<file path="src/rtl/if_fetch_queue.sv">
// if_fetch_queue: instruction fetch front end with credit-limited memory requests,
// an in-flight PC FIFO and a fetch queue. Define IFQ_BYPASS_EN for same-cycle response bypass.
module if_fetch_queue #(
    parameter int unsigned     XLEN            = 32,
    parameter int unsigned     DEPTH           = 4,
    parameter int unsigned     MAX_OUTSTANDING = 2,
    parameter logic [XLEN-1:0] RESET_PC        = 32'h0000_0000
) (
    input  logic            clk,
    input  logic            rst_,
    input  logic            stall,
    input  logic            flush,
    input  logic [XLEN-1:0] pc_flush,
    input  logic            branch,
    input  logic [XLEN-1:0] pc_branch,
    output logic            imem_req,
    output logic [XLEN-1:0] imem_addr,
    input  logic            imem_gnt,
    input  logic            imem_rvalid,
    input  logic [XLEN-1:0] imem_rdata,
    output logic [XLEN-1:0] pc,
    output logic [XLEN-1:0] instruction,
    output logic            valid
);
    localparam int unsigned QW = $clog2(DEPTH);
    localparam int unsigned CW = $clog2(DEPTH + 1);
    localparam int unsigned IW = (MAX_OUTSTANDING > 1) ? $clog2(MAX_OUTSTANDING) : 1;
    localparam int unsigned SW = CW + 2;
    localparam logic [SW-1:0] DEPTH_S = SW'(DEPTH);
    localparam logic [CW-1:0] MAXO_C  = CW'(MAX_OUTSTANDING);
    localparam logic [IW-1:0] I_LAST  = IW'(MAX_OUTSTANDING - 1);

    logic [XLEN-1:0] fetch_pc_q, fetch_pc_d;
    logic [XLEN-1:0] qpc_q  [DEPTH];
    logic [XLEN-1:0] qpc_d  [DEPTH];
    logic [XLEN-1:0] qins_q [DEPTH];
    logic [XLEN-1:0] qins_d [DEPTH];
    logic [QW-1:0]   q_rd_q, q_rd_d, q_wr_q, q_wr_d;
    logic [CW-1:0]   q_cnt_q, q_cnt_d;
    logic [XLEN-1:0] ipc_q  [MAX_OUTSTANDING];
    logic [XLEN-1:0] ipc_d  [MAX_OUTSTANDING];
    logic [IW-1:0]   i_rd_q, i_rd_d, i_wr_q, i_wr_d;
    logic [CW-1:0]   i_cnt_q, i_cnt_d;
    logic [CW-1:0]   disc_q, disc_d;

    logic            redirect;
    logic [XLEN-1:0] target;
    logic [CW-1:0]   outstanding;
    logic [SW-1:0]   credit_used;
    logic            issue, drop, accept, bypass, push, pop, q_empty;

    function automatic logic [IW-1:0] next_i(input logic [IW-1:0] p);
        return (p == I_LAST) ? '0 : p + 1'b1;
    endfunction

    always_comb begin
        redirect    = flush || branch;
        target      = flush ? pc_flush : pc_branch;
        target[1:0] = 2'b00;
        // Discarded beats still occupy the memory, so they count against both credits.
        outstanding = i_cnt_q + disc_q;
        credit_used = SW'(q_cnt_q) + SW'(outstanding);
        imem_req    = rst_ && !redirect && (credit_used < DEPTH_S) && (outstanding < MAXO_C);
        imem_addr   = fetch_pc_q;
        issue       = imem_req && imem_gnt;
        drop        = redirect || (disc_q != '0);
        accept      = imem_rvalid && !drop;
        q_empty     = (q_cnt_q == '0);
`ifdef IFQ_BYPASS_EN
        bypass      = accept && q_empty;
`else
        bypass      = 1'b0;
`endif
        push        = accept && !(bypass && !stall);
        pop         = !q_empty && !stall && !redirect;
    end

    always_comb begin
        valid       = 1'b0;
        pc          = '0;
        instruction = '0;
        if (!q_empty) begin
            valid       = 1'b1;
            pc          = qpc_q[q_rd_q];
            instruction = qins_q[q_rd_q];
        end
`ifdef IFQ_BYPASS_EN
        else if (bypass) begin
            valid       = 1'b1;
            pc          = ipc_q[i_rd_q];
            instruction = imem_rdata;
        end
`endif
    end

    always_comb begin
        fetch_pc_d = fetch_pc_q;
        qpc_d      = qpc_q;
        qins_d     = qins_q;
        q_rd_d     = q_rd_q;
        q_wr_d     = q_wr_q;
        q_cnt_d    = q_cnt_q;
        ipc_d      = ipc_q;
        i_rd_d     = i_rd_q;
        i_wr_d     = i_wr_q;
        i_cnt_d    = i_cnt_q;
        disc_d     = disc_q;
        if (redirect) begin
            fetch_pc_d = target;
            q_rd_d     = '0;
            q_wr_d     = '0;
            q_cnt_d    = '0;
            i_rd_d     = '0;
            i_wr_d     = '0;
            i_cnt_d    = '0;
            // Everything still owed by memory is discarded; a beat arriving now is one of them.
            disc_d     = outstanding + CW'(issue);
            if (imem_rvalid && (disc_d != '0))
                disc_d = disc_d - 1'b1;
        end else begin
            if (issue) begin
                ipc_d[i_wr_q] = fetch_pc_q;
                i_wr_d        = next_i(i_wr_q);
                fetch_pc_d    = fetch_pc_q + XLEN'(4);
            end
            if (accept)
                i_rd_d = next_i(i_rd_q);
            i_cnt_d = i_cnt_q + CW'(issue) - CW'(accept);
            if (imem_rvalid && (disc_q != '0))
                disc_d = disc_q - 1'b1;
            if (push) begin
                qpc_d[q_wr_q]  = ipc_q[i_rd_q];
                qins_d[q_wr_q] = imem_rdata;
                q_wr_d         = q_wr_q + 1'b1;
            end
            if (pop)
                q_rd_d = q_rd_q + 1'b1;
            q_cnt_d = q_cnt_q + CW'(push) - CW'(pop);
        end
    end

    always_ff @(posedge clk or negedge rst_) begin
        if (!rst_) begin
            fetch_pc_q <= RESET_PC;
            for (int unsigned i = 0; i < DEPTH; i++) begin
                qpc_q[i]  <= '0;
                qins_q[i] <= '0;
            end
            for (int unsigned i = 0; i < MAX_OUTSTANDING; i++)
                ipc_q[i] <= '0;
            q_rd_q  <= '0;
            q_wr_q  <= '0;
            q_cnt_q <= '0;
            i_rd_q  <= '0;
            i_wr_q  <= '0;
            i_cnt_q <= '0;
            disc_q  <= '0;
        end else begin
            fetch_pc_q <= fetch_pc_d;
            qpc_q      <= qpc_d;
            qins_q     <= qins_d;
            ipc_q      <= ipc_d;
            q_rd_q     <= q_rd_d;
            q_wr_q     <= q_wr_d;
            q_cnt_q    <= q_cnt_d;
            i_rd_q     <= i_rd_d;
            i_wr_q     <= i_wr_d;
            i_cnt_q    <= i_cnt_d;
            disc_q     <= disc_d;
        end
    end

endmodule

</file>
<file path="config.mk">
export PLATFORM = sky130hd
export DESIGN_NAME = if_fetch_queue
export DESIGN_NICKNAME = d
export VERILOG_FILES = /design/src/rtl/if_fetch_queue.sv
export SDC_FILE = /design/constraint.sdc
export NUM_CORES = 1
export LEC_CHECK = 0
export ABC_AREA = 0
export CORE_ASPECT_RATIO = 1.4
export CORE_MARGIN = 2
export CORE_UTILIZATION = 38
export DETAILED_ROUTE_END_ITERATION = 7
export PLACE_DENSITY = 0.65
export SLEW_MARGIN = 20
export SYNTH_ARGS = -nofsm -noshare
export SYNTH_HDL_FRONTEND = slang
export SYNTH_SLANG_ARGS = --single-unit
</file>
<file path="constraint.sdc">
create_clock -name clk -period 8.7 [get_ports clk]
set_clock_uncertainty 0.05 [all_clocks]
set_input_delay 1.305 -clock clk [delete_from_list [all_inputs] [get_ports clk]]
set_output_delay 1.305 -clock clk [all_outputs]
set_load 0.02 [all_outputs]
</file>
==> results.txt, run 1 <==
The count of filler cells inserted in the layout came out at 3900. The internal reg-to-reg setup slack came out at 3.83 ns. The worst vdd rail ir drop came out at 0.1075 mV.

The area added between synthesis and finish is 21.87%. The half-perimeter wire length of the detailed placement result came out at 24240 µm. The final count of hold timing violations was 0. After the first detailed-routing iteration, the DRC count stood at 459. The number of warning messages in the yosys log came out at 0. The total number of placement rows came out at 90. The total wire length came out at 38160 µm.

The first global-routing pass estimated 62630 µm of wire. TritonCTS built the clock tree. The cell area that synthesis handed to floorplanning was 16590 µm². Setup repair after global routing left no endpoint under its margin. The total via count in the routed design came out at 11.02k.

The total setup buffers inserted after CTS came out at 0. After detailed routing, the average wire length per cell comes to 18.32 µm. The number of hold buffers added after CTS is 0. The average via count per standard cell is 5.289.

The die boundary width is 180.6 µm. The post-route total power came out at 4.375 mW. Of all flip-flops after synthesis, the portion carrying an async set or reset was 100.0%. At the end of routability-driven placement, the weighted congestion stood at 0.8404.

The total iterations of the first detailed-routing run came out at 4. The final antenna-violating net count is 0. The relative contribution of the clock network to total power came out at 37.0%. The leakage power total came out at 8.663 nW. The data required time of the worst path is 7.34 ns. The slowest cell on the critical path is clkdlybuf4s50_1.

The biggest area contributor in the post-synthesis netlist is dfrtp_1. On the critical path the largest part of the delay comes from adder cells. The number of max-slew violations in the final report is 0.

The maximum frequency from static timing analysis is 191.1 MHz. Buffers inserted during clock tree synthesis total 37. In the synthesized netlist the dominant register cell turns out to be dfrtp_1. The source-to-sink clock delay at the later pin of the worst-skew pair is 0.53 ns. The register area share after synthesis is 53.25%. The non-filler instance count after layout came out at 2083. The run finished with clean final reports. The final global-route overflow total came out at 0.

The final sum of negative setup slack is 0 ns. The proportion of total power due to net switching came out at 25.48%. The average cell area after synthesis is 12.26 µm². The worst setup path is captured at a primary output. The classification of the worst-slack hold path is flop to flop. The region available for standard cell placement spans 43130 µm². The number of antenna cells inserted came out at 0.

The number of port buffers is 192. The instance count after placement with tap cells included is 2020. The total net switching power came out at 1.115 mW. Dividing the final minimum period by the clock period gives 60.14%. The pin count of the biggest net entering global routing is 94. The count of max-cap constraint violations is 0. In the routed design, unresolved DRC markers number 0. At the pin with the least slew margin, the transition time is 1.017 ns. The count of boundary I/O pins is 201.

The number of distinct library cell variants in the gate-level netlist after synthesis came out at 56. The multi-input logic area is 7301 µm². The class of the most critical setup path is flop to primary output.

The critical path goes through ha_1 -> fa_1 -> xor3_1 -> ha_1 -> or3b_2 -> nor4_1 -> clkdlybuf4s50_1. The total power divided by cell area is 216.4 nW/µm². The area share of the largest cell type after synthesis is 53.25%. The cell-internal power came out at 3.260 mW.

The launching element type of the critical path is a flop. The worst pin sits at a relative slew slack of 32.22%. The global-route usage over all layers is 17.15%.

The starting utilization of the core area came out at 38.46%. Of all nets on the critical path, the largest fanout is 6. The sequential cell area came out at 8840 µm². The via count of the first global-routing pass came out at 11.63k. Cells with a size suffix above 1 make up 22.34% of the layout. The largest stage delay on the critical path came out at 0.69 ns. The clock passes through at most 3 buffers. After clock tree synthesis, the clock-pin slew on the worst setup and hold paths is 0.06 ns. The most numerous cell type found on the critical path is ha_1. The arrival time of data at the critical path endpoint came out at 3.88 ns. The die covers 45360 µm². The sequential group share of total power is 45.6%. The combinational share of power came out at 17.4%.

The H-tree was split into 2 levels. In the synthesized netlist, the number of instances is 1353. Post-CTS repair changed the size of 0 cells. The number of antenna violations at the first check in global routing came out at 0. The buffering stage count on the worst path with inverters included came out at 1. The count of final setup violators is 0. In this run, synthesis produced a sequential element count of 353. Sorting the synthesized cells by area gives the leading types as dfrtp_1 53%, mux2_2 12%, mux4_2 8.4%. The number of enable flip-flop cells after synthesis came out at 0. The CTS sink count is 353.

The post-route minimum period came out at 5.232 ns. The number of nets in the final layout is 1631. In this run the vertical extent of the chip is 251.2 µm.

Clock tree synthesis selected as its root buffer the cell clkbuf_16.
[cell families after synthesis]
| family | after synthesis | share of synthesized area (%) |
|---|---|---|
| compound gates | 213 | 7.226 |
| flops | 353 | 53.25 |
| fa+ha+maj | 21 | 1.720 |
| simple gates | 343 | 10.69 |
| buf+inv | 120 | 2.896 |
| mux | 278 | 22.84 |
| other cells | 1 | 0.02261 |
| xor+xnor | 24 | 1.358 |
[routing by layer]
| metal | GRT usage (%) | vias to the layer above | wire (µm) | share of wire [%] |
|---|---|---|---|---|
| met3 | 2.767 | 58 | 1729 | 4.5 |
| met5 | 0 | - | 0 | 0 |
| met2 | 30.21 | 263 | 19080 | 50 |
| li1 | - | 5139 | - | - |
| met1 | 21.63 | 5558 | 16370 | 43 |
| met4 | 5.276 | 0 | 988 | 2.6 |
[cells in the final DEF (no fill, tap or decap), types with 3 or more instances in the layout]
cell,n
inv_6,3
buf_4,19
dfrtp_1,350
ha_1,18
xor2_1,4
clkdlybuf4s50_1,191
nor3_1,23
a211oi_1,16
nand2_1,147
mux2_2,184
clkbuf_8,8
o21ai_0,133
or2_2,3
a221o_1,3
nand3_1,15
clkbuf_1,7
bufinv_16,4
clkbuf_16,37
o22ai_1,6
nor4_1,7
mux2i_1,32
and4_1,5
a21oi_1,32
nor2b_1,79
and3_1,4
and2_1,5
nor4_2,3
nand4_1,12
mux4_2,62
conb_1,4
a22oi_1,6
nand2b_1,4
fa_1,3
or4_1,3
inv_1,20
xnor2_1,19
nor2_1,19
[cells in the mapped netlist, types with 18 or more instances]
master / n
a21oi_1: 32
mux2i_1: 32
nand2_1: 147
inv_1: 20
nor2b_1: 79
mux4_2: 62
xnor2_1: 19
o21ai_0: 133
mux2_2: 184
nor2_1: 21
ha_1: 18
clkbuf_1: 79
nor3_1: 24
dfrtp_1: 353
[sequential cells by signal (all words and copies together) (netlist names)]
signal,flops
imem_addr,30
q_wr_q,2
ipc_q,60
i_wr_q,1
qpc_q,120
i_rd_q,1
q_rd_q,2
q_cnt_q,3
disc_q,3
qins_q,128
i_cnt_q,3
[final timing paths]
| path | end | from | cells past startpoint |
|---|---|---|---|
| max in group asynchronous | qins_q[119] | rst_ | 3 |
| max reg2reg | ipc_q[43] | disc_q[0] | 10 |
| max | imem_req | disc_q[0] | 7 |
| min reg2reg | qpc_q[27] | qpc_q[27] | 2 |
| min | qpc_q[27] | qpc_q[27] | 2 |
| min in group asynchronous | ipc_q[58] | rst_ | 1 |
[final cells by class]
type / count / area share [%]
sequential: 353 / 43.72
multi-input combinational: 883 / 36.11
timing repair buffer: 211 / 10.24
clock buffer: 52 / 5.254
tap: 552 / 3.416
clock inverter: 11 / 0.8541
inverter: 21 / 0.4023
[worst reg2reg max path, delay by kind of cell, from the launching register on]
kind          cells  cell delay [ns]
mux               1             0.38
simple gates      3             1.91
xor+xnor          1             0.50
flops             1             0.40
fa+ha+maj         3             0.83
buf+inv           2             0.68
[power groups by stage]
stage	registers [mW]	clock network [mW]	logic, mW
5_1_grt	2.03	1.73	0.849
3_5_place_dp	2.03	0	0.770
3_3_place_gp	2.01	0	0.748
4_1_cts	2.00	1.66	0.773
6_report	2.00	1.62	0.761
2_1_floorplan	1.99	0	0.539
[through the flow]
stage	utilization [%]	hold slack [ns]	cell area [µm²]	worst slack (ns)
global route	46.88	0.4468	20220	3.303
global placement	44.01	0.4055	18980	3.335
finish	46.88	0.4248	20220	3.468
detailed placement	44.01	0.4159	18980	3.300
floorplan	-	0.3946	16600	4.479
CTS	46.88	0.4291	20220	3.468
(Power assumes the default switching activity.)
==> inputs of run 2 (changes only) <==
Settings changed: PLACE_DENSITY 0.65 to 0.67.
Clock period 8.7 ns to 4.4 ns, I/O delays scaled along.
==> results.txt, run 2 (synthesis gave the netlist of run 1 again) <==
The run finished with clean final reports. Once the clock tree was built, the setup fixing pass inserted 0 buffers. The total iterations of the first detailed-routing run is 5. The number of flip-flops under the largest register name came out at 128. The maximum frequency from static timing analysis is 238.2 MHz. The count of max-cap constraint violations is 0. The floorplan step defined a die boundary enclosing 45360 µm².

The final sum of negative setup slack is 0 ns. The count of final setup violators is 0. Headroom to the max-slew limit came out at 43.53%. The via count of the first global-routing pass is 11.61k. After detailed routing, the number of remaining DRC violations is 0. Along the worst path, the maximum fanout reaches 6. The register with the most flip-flops is qins_q. The number of antenna cells inserted is 0. The worst vdd rail ir drop is 0.2394 mV. Entering global routing, the biggest net connects 187 pins. The cell chosen for the clock root is clkbuf_16. The top cell types in the final layout, fill and taps aside, are 351 x dfrtp_1, 190 x clkdlybuf4s50_1, 184 x mux2_2, 147 x nand2_1, 133 x o21ai_0. The number of antenna violations at the first check in global routing is 0.

The critical path in this run is classified as flop to primary output. During I/O placement, the number of pins put on the boundary was 201. The setup slack after layout came out at 0.2027 ns. The area added between synthesis and finish is 23.59%.

The core region is 43130 µm². At the worst endpoint, the arrival time is 3.49 ns. The total power divided by cell area came out at 424.7 nW/µm². The largest registers in the layout are qins_q: 128 flops, qpc_q: 120 flops, ipc_q: 60 flops. The internal reg-to-reg setup slack came out at 0.39 ns.

From left edge to right edge, the die measures 180.6 µm. The final layout contains 1644 nets. The maximum buffer depth of the clock tree came out at 3. The number of max-slew violations in the final report came to 0.

The total clock buffers created by CTS came out at 37. Leaving out fill and tap cells, the most frequent cell in the layout is dfrtp_1. The final critical path takes up 95.39% of the cycle. The transition time at the pin with the least slew margin came out at 0.8471 ns. The placer's final routability congestion estimate is 0.8816. The post-route minimum period came out at 4.197 ns.

TritonCTS built the clock tree. The classification of the worst-slack hold path is flop to flop. The leakage power total is 8.813 nW. The average via count per standard cell came out at 5.227. The data required time of the worst path came out at 3.69 ns. The CTS sink count is 353. The final antenna-violating net count is 0. The count of routing violations after the opening detailed-route iteration is 531.

Setup repair after global routing left no endpoint under its margin. Clock latency on the worst-skew pair, taken at its later pin, is 0.54 ns. The first-pass GRT wire length came out at 62530 µm. The total number of placement rows came out at 90. Global routing used 17.17% of the available tracks. For this configuration, the core starts out at a cell density of 38.46%. The layout cell share with drive strength beyond 1 is 23.39%.

The total via count in the routed design is 10.98k. The final count of hold timing violations is 0. The clock transition at the register clock pins on the worst setup and hold paths after CTS came out at 0.06 ns. In this run the number of H-tree levels came out at 2.

Detailed placement finished with a half-perimeter wire length of 25400 µm. During placement, the flow inserted port buffers numbering 192. Global routing finished with a remaining overflow of 0. Measured along the y axis, the die boundary spans 251.2 µm. The count of filler cells inserted in the layout is 3884. After detailed routing, the average wire length per cell comes to 18.32 µm. STA classifies the critical path endpoint as a primary output.

The worst setup path is launched from a flop. Wires add up to 38460 µm. The worst slack at placement came out at 0.3457 ns.
run 2: cell types whose count changed in the layout (fill, tap and decap cells not counted), moves of 3 or more:
cell / previous run / this run
clkinv_4: 1 / 4
clkbuf_8: 8 / 4
buf_12: 0 / 11
clkbuf_1: 7 / 3
clkinv_2: 2 / 10
run 2: worst paths after layout:
check	cells past startpoint	endpoint	start
min in group asynchronous	2	ipc_q[30]	rst_
min reg2reg	2	qpc_q[110]	qpc_q[110]
min	2	qpc_q[110]	qpc_q[110]
max in group asynchronous	4	qins_q[59]	rst_
max	7	imem_req	disc_q[0]
max reg2reg	15	disc_q[2]	disc_q[0]
run 2: metal layers:
layer / routed length (µm) / track usage (%) / up-vias
met3: 1845 / 3.100 / 46
li1: - / - / 5175
met4: 799 / 5.806 / 0
met1: 16440 / 21.52 / 5468
met2: 19380 / 29.90 / 288
met5: 0 / 0 / -
run 2: repair_timing:
action	in CTS	in global routing
hold buffers	1	0
endpoints found under the hold margin	35	0
setup endpoints to repair	1	0
gates resized for setup	2	0
run 2: layout make-up:
class	instances	area (µm²)	share of cell area (%)
Inverter	21	81.33	0.3967
Clock inverter	23	267.8	1.306
Timing Repair Buffer	224	2330	11.36
Multi-Input combinational cell	883	7302	35.62
Clock buffer	44	992.2	4.839
Sequential cell	353	8838	43.11
Tap cell	552	690.7	3.369
run 2: report_power, final:
part / internal, mW / switching [mW] / leakage (nW)
logic: 0.866 / 0.658 / 3.40
registers: 3.67 / 0.272 / 4.79
clock network: 1.92 / 1.32 / 0.624
run 2: per-stage QoR:
step           instances  utilization [%]  power, mW  hold WS [ns]  cell area (µm²)
4_1_cts             2099            47.46      8.846        0.4299            20470
3_3_place_gp        2031            44.52      5.457        0.4055            19200
5_1_grt             2100            47.54      9.177        0.4449            20500
2_1_floorplan       1356                -      4.994        0.3144            16600
6_report            2100            47.54      8.707        0.4260            20500
3_5_place_dp        2031            44.52      5.544        0.4160            19200
run 2: worst max-delay path, cell delays in order, from the launching register on:
cell	delay, ns
dfrtp_1	0.40
ha_1	0.20
fa_1	0.35
xor3_2	0.48
ha_1	0.33
or3b_2	0.48
nor4_1	0.32
dlygate4sd2_1	0.39
==> inputs of run 3 (changes only) <==
Settings changed: CORE_MARGIN 2 to default, RECOVER_POWER from default to 50.
==> results.txt, run 3 (synthesis gave the netlist of run 1 again) <==
The worst register-to-register path begins at i_cnt_q[0]. Leaving out filler cells and counting taps, the final layout contains 2096. The top fanout value on the critical path is 3. The tree built by TritonCTS fans out to 353 sinks. The detail route stage leaves a number of antenna-violating nets equal to 0. The met1 track demand over resource in global routing came out at 22.48%.

The register with the most flip-flops is qins_q. Setup violations remaining at the end of the flow were counted as 0. The routed design has 38370 µm of wire.

The number of antenna violations at the first check in global routing was 0. In the layout the commonest cells are 350 x dfrtp_1, 184 x mux2_2, 160 x clkdlybuf4s50_1, 147 x nand2_1, 133 x o21ai_0. The arrival time of data at the critical path endpoint is 4.43 ns. The half-perimeter wire length of the detailed placement result is 25220 µm.

Setup repair after global routing left no endpoint under its margin. Dividing total power by cell area gives a power density of 424.7 nW/µm². The met3 global-route usage is 2.808%. The die boundary width is 178.6 µm.

The checks that failed: max-capacitance violations, max-slew violations. At the end of routability-driven placement, the weighted congestion stood at 0.8393. The die covers 44500 µm².

The run finished, with violations left. The final global-route overflow total came out at 0. The post-route minimum period came out at 4.026 ns.

The average routed wire per standard cell came out at 18.31 µm. The number of instances on the worst hold path came out at 2. The floorplan step defined a core boundary enclosing 43130 µm². For this configuration, the core starts out at a cell density of 38.46%. The level count of the clock H-tree is 2. The count of filler cells inserted in the layout came out at 3865. The number of antenna cells inserted is 0.

The worst hold path terminates at qpc_q[110]. The worst-case IR drop observed on VDD is 0.2331 mV. The critical path is of the flop to flop type. The via count of the first global-routing pass came out at 11.86k. The period utilization came out at 91.49%. From synthesis to final layout, the design area changed by 22.95%. CTS placed an instance of clkbuf_16 at the clock tree root. The leakage power total is 8.804 nW. The number of max-slew violations in the final report came out at 213. The endpoint identified for the worst register-to-register timing path is disc_q[2]. The clock transition at the register clock pins on the worst setup and hold paths after CTS is 0.06 ns. Buffers placed on the I/O ports in this run total 192. The count of routing violations after the opening detailed-route iteration came out at 579. The startpoint identified for the worst hold timing path is qpc_q[110].

The total iterations of the first detailed-routing run is 5. The normalized max-slew margin is -45.90%. The total via count in the routed design came out at 11.12k.

STA classifies the critical path endpoint as a flop. The number of flip-flops under the largest register name came out at 128. The transition time at the pin with the least slew margin came out at 2.188 ns. The total number of placement rows came out at 90. Setup total negative slack on the finished layout was measured at 0 ns. In the routed design, unresolved DRC markers number 0. The final count of hold timing violations came out at 0. The global-route usage over all layers came out at 17.96%. The maximum buffer depth of the clock tree came out at 3. The layout cell share with drive strength beyond 1 is 23.06%.

The worst register-to-register path has a depth of 15. The later pin in the worst-skew pair is clocked with a latency of 0.53 ns. The count of boundary I/O pins is 201.

The first-pass GRT wire length is 63170 µm. The maximum frequency from static timing analysis is 248.4 MHz. The global-route track usage on met2 is 31.51%. Summing all multi-input logic gate instances after layout gives 7301 µm². The count of max-cap constraint violations is 2. At the end of the flow, the number of nets in the layout was 1642. The height of the die is 249.2 µm. The library cell used most frequently in the layout, excluding fill and tap cells, is dfrtp_1. The data required time of the worst path came out at 4.81 ns. TritonCTS built the clock tree. The layer with the highest usage after global routing is met2. The average via count per standard cell came out at 5.306. The sequential cell area is 8840 µm².

The min-delay analysis places its worst path in the category flop to flop. The largest registers in the layout are qins_q: 128 flops, qpc_q: 120 flops, ipc_q: 60 flops. The launching element type of the critical path is a flop. In this run the register-to-register setup slack is 0.37 ns. The number of placed instances, taps included, is 2030. TritonCTS created 37 clock buffers. The pin count of the biggest net entering global routing came out at 161.
-- run 3: cell count changes in the layout (fill, tap and decap cells not counted), sizes merged, moves of 5 or more --
| cell | before | now |
|---|---|---|
| clkbuf | 44 | 54 |
| clkinv | 14 | 9 |
| clkdlybuf4s50 | 190 | 160 |
| buf | 32 | 25 |
| dlygate4sd3 | 1 | 31 |
-- run 3: worst max-delay path: stages (launching register included) --
cell      delay [ns]
dfrtp_1         0.39
ha_1            0.22
fa_1            0.37
xor3_1          0.40
ha_1            0.22
or4_4           0.45
nor4b_4         0.39
ha_1            0.23
ha_1            0.25
inv_1           0.07
ha_1            0.14
ha_1            0.20
nand2b_1        0.19
mux2i_1         0.23
nor2_1          0.06
a21oi_1         0.12
-- run 3: power by group --
group | switching [mW] | internal, mW | total (mW)
clock network | 1.27 | 1.93 | 3.20
logic | 0.660 | 0.859 | 1.52
registers | 0.276 | 3.67 | 3.94
-- run 3: worst max-delay path by stage --
| stage | from | to | slack [ns] |
|---|---|---|---|
| after floorplan | i_cnt_q[0] | i_cnt_q[2] | 0.18 |
| after global placement | disc_q[0] | disc_q[2] | 0.51 |
| after detailed placement | i_cnt_q[0] | disc_q[2] | 0.40 |
| after CTS | i_cnt_q[0] | imem_req | 0.03 |
| after global routing | rst_ | qins_q[12] | 0.11 |
| final | i_cnt_q[0] | disc_q[2] | 0.37 |
-- run 3: layout make-up --
class,instances,share of cell area [%]
clock buffer,49,5.202
timing repair buffer,222,10.93
sequential,353,43.34
clock inverter,16,0.9509
inverter,21,0.3987
tap,552,3.386
multi-input combinational,883,35.80
-- run 3: per-stage QoR --
step           utilization, %  worst slack, ns  power [mW]  hold WS [ns]  instance area [µm²]
2_1_floorplan               -           0.1791       4.994        0.3144                16600
3_3_place_gp            44.44           0.5149       5.467        0.4058                19170
3_5_place_dp            44.44           0.4023       5.553        0.4178                19170
4_1_cts                 47.38          0.02827       8.807        0.4317                20430
5_1_grt                 47.29           0.1104       9.131        0.4498                20400
6_report                47.29           0.3743       8.663        0.4237                20400
-- run 3: layer usage --
metal	vias up	wire length, µm
met5	-	0
met4	0	861
met3	62	1664
met2	287	19840
met1	5609	16010
li1	5164	-
-- run 3: timing repair --
action / in CTS / in global routing
buffers inserted: 0 / 0
setup endpoints to repair: 0 / 1
gates resized for setup: 0 / 1
endpoints found under the hold margin: 40 / 0
hold buffers: 1 / 0
